$ cat src/rtl/pulse_seq_pkg.sv
// Shared types for the pulse sequence scheduler.
// Holds the state enum, symbol struct and default widths.
package pulse_seq_pkg;

  localparam int P_DUR_W = 8;
  localparam int P_PRE_W = 8;

  typedef enum logic {
    IDLE = 1'b0,
    RUN  = 1'b1
  } state_t;

  typedef struct packed {
    logic               last;
    logic               level;
    logic [P_DUR_W-1:0] dur;
  } sym_t;

endpackage

$ cat src/rtl/pulse_seq_tick_gen.sv
// Divider: counts 0..i_div and pulses o_tick on the wrap cycle.
// Used both as the symbol prescaler and as the carrier divider.
module pulse_seq_tick_gen #(
  parameter int W = 8
) (
  input  logic         clk,
  input  logic         rst,
  input  logic         i_clr,
  input  logic [W-1:0] i_div,
  output logic         o_tick
);

  logic [W-1:0] r_cnt;

  // >= so a lowered divisor mid-count still wraps at once
  assign o_tick = (r_cnt >= i_div);

  always_ff @(posedge clk or posedge rst) begin
    if (rst) begin
      r_cnt <= '0;
    end else if (i_clr || o_tick) begin
      r_cnt <= '0;
    end else begin
      r_cnt <= r_cnt + 1'b1;
    end
  end

endmodule

$ cat src/rtl/pulse_seq_scheduler.sv
// Pulse sequence scheduler: plays {last, level, dur} symbols on pulse_out.
// Optional carrier modulation of high symbols under PULSE_SEQ_CARRIER_EN.
module pulse_seq_scheduler
  import pulse_seq_pkg::*;
#(
  parameter int DUR_W = P_DUR_W,
  parameter int PRE_W = P_PRE_W
) (
  input  logic             clk,
  input  logic             sys_rst,
  input  logic             en_i,
  input  logic [PRE_W-1:0] prescale_i,
  input  logic             idle_level_i,
  input  logic             sym_valid_i,
  output logic             sym_ready_o,
  input  logic             sym_level_i,
  input  logic [DUR_W-1:0] sym_dur_i,
  input  logic             sym_last_i,
`ifdef PULSE_SEQ_CARRIER_EN
  input  logic [PRE_W-1:0] carrier_div_i,
`endif
  output logic             pulse_out,
  output logic             rise_o,
  output logic             fall_o,
  output logic             busy_o,
  output logic             done_o,
  output logic             underrun_o
);

  state_t r_state;
  state_t w_next;
  sym_t   r_cur;
  logic   r_prev;

  logic w_en;
  logic w_tick;
  logic w_bound;
  logic w_load;
  logic w_done;
  logic w_under;
  logic w_lvl;
  logic w_drive;
  logic w_pre_clr;

  // Ready must read 0 while reset is held
  assign w_en      = en_i & ~sys_rst;
  assign w_bound   = (r_state == RUN) & w_tick & (r_cur.dur == '0);
  assign w_pre_clr = ((r_state == IDLE) & w_load) | ~w_en;
  assign w_lvl     = w_load ? sym_level_i : r_cur.level;
  assign busy_o    = (r_state == RUN);

  pulse_seq_tick_gen #(.W(PRE_W)) u_pre (
    .clk    (clk),
    .rst    (sys_rst),
    .i_clr  (w_pre_clr),
    .i_div  (prescale_i),
    .o_tick (w_tick)
  );

`ifdef PULSE_SEQ_CARRIER_EN
  logic w_ctick;
  logic w_car;
  logic r_car;

  pulse_seq_tick_gen #(.W(PRE_W)) u_car (
    .clk    (clk),
    .rst    (sys_rst),
    .i_clr  (w_load | ~w_en),
    .i_div  (carrier_div_i),
    .o_tick (w_ctick)
  );

  assign w_car   = w_load ? 1'b1 : (w_ctick ? ~r_car : r_car);
  assign w_drive = w_lvl & w_car;

  always_ff @(posedge clk or posedge sys_rst) begin
    if (sys_rst) begin
      r_car <= 1'b1;
    end else begin
      r_car <= w_car;
    end
  end
`else
  assign w_drive = w_lvl;
`endif

  always_comb begin
    w_next      = r_state;
    w_load      = 1'b0;
    w_done      = 1'b0;
    w_under     = 1'b0;
    sym_ready_o = 1'b0;
    if (!w_en) begin
      w_next = IDLE;
    end else begin
      unique case (r_state)
        IDLE: begin
          sym_ready_o = 1'b1;
          if (sym_valid_i) begin
            w_load = 1'b1;
            w_next = RUN;
          end
        end
        RUN: begin
          if (w_bound) begin
            if (r_cur.last) begin
              w_next = IDLE;
              w_done = 1'b1;
            end else if (sym_valid_i) begin
              sym_ready_o = 1'b1;
              w_load      = 1'b1;
            end else begin
              w_next  = IDLE;
              w_under = 1'b1;
            end
          end
        end
        default: w_next = IDLE;
      endcase
    end
  end

  always_ff @(posedge clk or posedge sys_rst) begin
    if (sys_rst) begin
      r_state    <= IDLE;
      r_cur      <= '0;
      pulse_out  <= 1'b0;
      r_prev     <= 1'b0;
      rise_o     <= 1'b0;
      fall_o     <= 1'b0;
      done_o     <= 1'b0;
      underrun_o <= 1'b0;
    end else begin
      r_state <= w_next;
      if (w_load) begin
        r_cur.last  <= sym_last_i;
        r_cur.level <= sym_level_i;
        r_cur.dur   <= P_DUR_W'(sym_dur_i);
      end else if (w_en && busy_o && w_tick && r_cur.dur != '0) begin
        r_cur.dur <= r_cur.dur - 1'b1;
      end
      pulse_out  <= (w_next == RUN) ? w_drive : idle_level_i;
      r_prev     <= pulse_out;
      rise_o     <= pulse_out & ~r_prev;
      fall_o     <= ~pulse_out & r_prev;
      done_o     <= w_done;
      underrun_o <= w_under;
    end
  end

endmodule

$ cat config.mk
export PLATFORM = sky130hd
export DESIGN_NAME = pulse_seq_scheduler
export DESIGN_NICKNAME = d
export VERILOG_FILES = /design/src/rtl/pulse_seq_pkg.sv /design/src/rtl/pulse_seq_tick_gen.sv /design/src/rtl/pulse_seq_scheduler.sv
export SDC_FILE = /design/constraint.sdc
export NUM_CORES = 1
export LEC_CHECK = 0
export BUFFER_PORTS_ARGS = -buffer_cell sky130_fd_sc_hd__buf_4
export CORE_ASPECT_RATIO = 0.7
export CORE_MARGIN = 2
export CORE_UTILIZATION = 43
export CTS_CLUSTER_DIAMETER = 30
export CTS_CLUSTER_SIZE = 8
export DETAILED_ROUTE_END_ITERATION = 6
export PLACE_DENSITY = 0.65
export SETUP_SLACK_MARGIN = 0.2
export SYNTH_ARGS = -nofsm -noshare
export SYNTH_HDL_FRONTEND = slang
export SYNTH_SLANG_ARGS = --single-unit
$ cat constraint.sdc
create_clock -name clk -period 3.4 [get_ports clk]
set_input_delay 0.17 -clock clk [delete_from_list [all_inputs] [get_ports clk]]
set_output_delay 0.17 -clock clk [all_outputs]
set_load 0.02 [all_outputs]
==> results.json <==
{
  "ys_seq_area_share_pct": 41.9,
  "die_w_um": 74.5,
  "multi_input_area_um2": 805,
  "cts_tree": "built",
  "required_ps": 3560,
  "tightest_slew_ps": 502,
  "cp.arrival_ps": 2670,
  "viasPerCell": 5.02,
  "synth.top_cell.area_share_pct": 41.9,
  "status": "finished, final reports clean",
  "path_class": "flop to flop",
  "synth_top_family_by_area": "simple AND/OR/NAND/NOR gates",
  "crit_path_start_kind": "flop",
  "fp.dieH_um": 53.3,
  "cp-endpoint": "r_cur[5]$_DFFE_PP0P_",
  "numCtsBuffers": 3,
  "vdd_drop_max_uv": 200,
  "dpl.cell_count": 222,
  "synth_nets": 180,
  "place_ws_ps": 891,
  "final_design_area_no_fill_um2": 1830,
  "ys_ff_latch": 25,
  "yosysUniqueCellTypes": 39,
  "fillCellCount": 304,
  "rrSetupSlack_ps": 880,
  "drive_above_1_share_pct": 28.3,
  "syn_to_final_growth_pct": 22.3,
  "core_um2": 3230,
  "grt_pass1_vias": 1131,
  "n_antenna_cell": 0,
  "die-area_um2": 3970,
  "hold_buffers": 1,
  "min_path_type": "input port to flop",
  "synth_mux_area_share_pct": 7.20,
  "r2r_end": "r_cur[5]$_DFFE_PP0P_",
  "vias": 1140,
  "synth-compound-area-share_pct": 13.8,
  "synth_fa_ha_area_share_pct": 8.38,
  "dpl.hpwl_um": 2390,
  "pin_count": 30,
  "synth-async-reset-ratio_pct": 100,
  "skew_ps": 2.09,
  "fin_nets": 214,
  "postRouteAntennaNets": 0,
  "rows": 17,
  "seq_area_um2": 626,
  "post-route-period-util_pct": 74.0,
  "synth_edf_count": 0,
  "crit_start": "u_pre.r_cnt[2]$_DFF_PP0_",
  "fin_crit_ps": 2520,
  "relSlewSlack_pct": 65.7,
  "synth_area_leaders": "dfrtp_1 (42%), ha_1 (8.4%), mux2_4 (5.0%)",
  "antenna_found_initial": 0,
  "drt_iter0_drc": 49,
  "grt_remaining_overflow": 0,
  "final_cells": 227,
  "postCtsSetupRepairBufs": 0,
  "p_per_area_nw_per_um2": 381,
  "avgSynthCellArea_um2": 10.2,
  "setup_violations": 0,
  "initial_utilization_pct": 46.2,
  "worst_slack_ps": 883,
  "p_leak_nw": 0.898,
  "io_buffers": 29,
  "grt_max_degree": 26,
  "grt_pass1_wl_um": 4960,
  "worstHoldStart": "sym_valid_i",
  "max_freq_mhz": 397,
  "syn_area_um2": 1490,
  "root_buffer": "clkbuf_8",
  "cts_sinks": 25,
  "synth.largest_area_cell": "dfrtp_1",
  "hold_viol": 0,
  "setup-tns-final_ps": 0,
  "synth_common_cells": "dfrtp_1 (25), inv_1 (15), nor2_1 (12)",
  "synth-simple-area-share_pct": 17.4,
  "path_max_fanout": 12,
  "place_area_um2": 1770,
  "synth_cells": 147,
  "endpoint_kind": "flop",
  "grt_usage_pct": 16.8,
  "h-tree-depth": 1,
  "wl_per_cell_um": 13.2,
  "clockBufferDepth": 2,
  "slew_violations": 0,
  "rsz0062_at_grt": "no",
  "insertion_delay_ps": 260,
  "place.gp.congestion": 0.809,
  "yosysWarnings": 0,
  "synth.most_common_cell": "dfrtp_1",
  "power_uw": 696,
  "clkTransAtPathRegs_ps": 80,
  "cap_violations": 0,
  "synth_flop_cell": "dfrtp_1",
  "firstDrtPassIters": 5,
  "regToRegStartpoint": "u_pre.r_cnt[2]$_DFF_PP0_",
  "wirelength_um": 3000,
  "cts-resized-gates": 0,
  "drc_errors": 0,
  "synth_xor_area_share_pct": 7.04,
  "reg2regPathDepth": 7
}
sequential cells by signal, summed over array words and instances (netlist names):
| register | cells |
|---|---|
| u_pre.r_cnt | 8 |
| busy_o | 1 |
| fall_o | 1 |
| done_o | 1 |
| pulse_out | 1 |
| rise_o | 1 |
| r_prev | 1 |
| r_cur | 10 |
| underrun_o | 1 |
worst min path at each step:
stage / endpoint / slack, ps / depth (start not counted)
finish: underrun_o$_DFF_PP0_ / 100 / 2
global route: underrun_o$_DFF_PP0_ / 90 / 2
CTS: underrun_o$_DFF_PP0_ / 90 / 2
detailed placement: done_o$_DFF_PP0_ / 280 / 3
global placement: fall_o$_DFF_PP0_ / 280 / 3
floorplan: busy_o$_DFF_PP0_ / 210 / 1
final cells by class:
cell class / instances / area share [%]
well taps: 47 / 3.22
clock inverters: 1 / 0.274
multi-input cells: 105 / 44.0
repair buffers: 31 / 12.9
flip-flops and latches: 25 / 34.2
clock buffers: 3 / 2.26
inverters: 15 / 3.08
routing by layer:
| metal | vias up | global-route usage [%] | routed length (µm) |
|---|---|---|---|
| met3 | 2 | 4.38 | 143 |
| met5 | - | 0 | 0 |
| met4 | 0 | 3.57 | 14 |
| li1 | 577 | - | - |
| met1 | 534 | 21.6 | 1440 |
| met2 | 27 | 28.5 | 1390 |
cells in the final DEF, fill, tap and decap left out, types with 7 or more instances in the layout:
master | Yosys | routed
a21oi_1 | 10 | 10
buf_4 | 0 | 30
dfrtp_1 | 25 | 25
ha_1 | 10 | 10
inv_1 | 15 | 15
nand2_1 | 8 | 8
nor2_1 | 12 | 12
xor2_1 | 7 | 7
per-stage QoR:
stage	utilization, %	hold WS (ps)
2_1_floorplan	-	206
3_3_place_gp	54.8	280
3_5_place_dp	54.8	281
4_1_cts	56.5	87.9
5_1_grt	56.5	94.5
6_report	56.5	96.9
worst max-delay path: stages (launching register included):
cell,delay (ps)
dfrtp_1,420
ha_1,300
and3_1,150
o21ai_0,70
a311o_1,520
a2111oi_0,550
xor2_1,130
mux2_4,280
logic make-up after synthesis:
logic type,Yosys count
adder cells (fa/ha/maj),10
XOR/XNOR,12
AND/OR/NAND/NOR,47
AO/OA/AOI/OAI,28
buffers and inverters,17
flip-flops,25
multiplexers,8
report_power, final:
| part | internal (mW) | switching [mW] | total [mW] |
|---|---|---|---|
| Sequential | 0.330 | 0.0294 | 0.360 |
| Combinational | 0.0938 | 0.0703 | 0.164 |
| Clock | 0.0819 | 0.0904 | 0.172 |
| Total | 0.506 | 0.190 | 0.696 |
No activity file was read; power rests on OpenSTA's default activity.
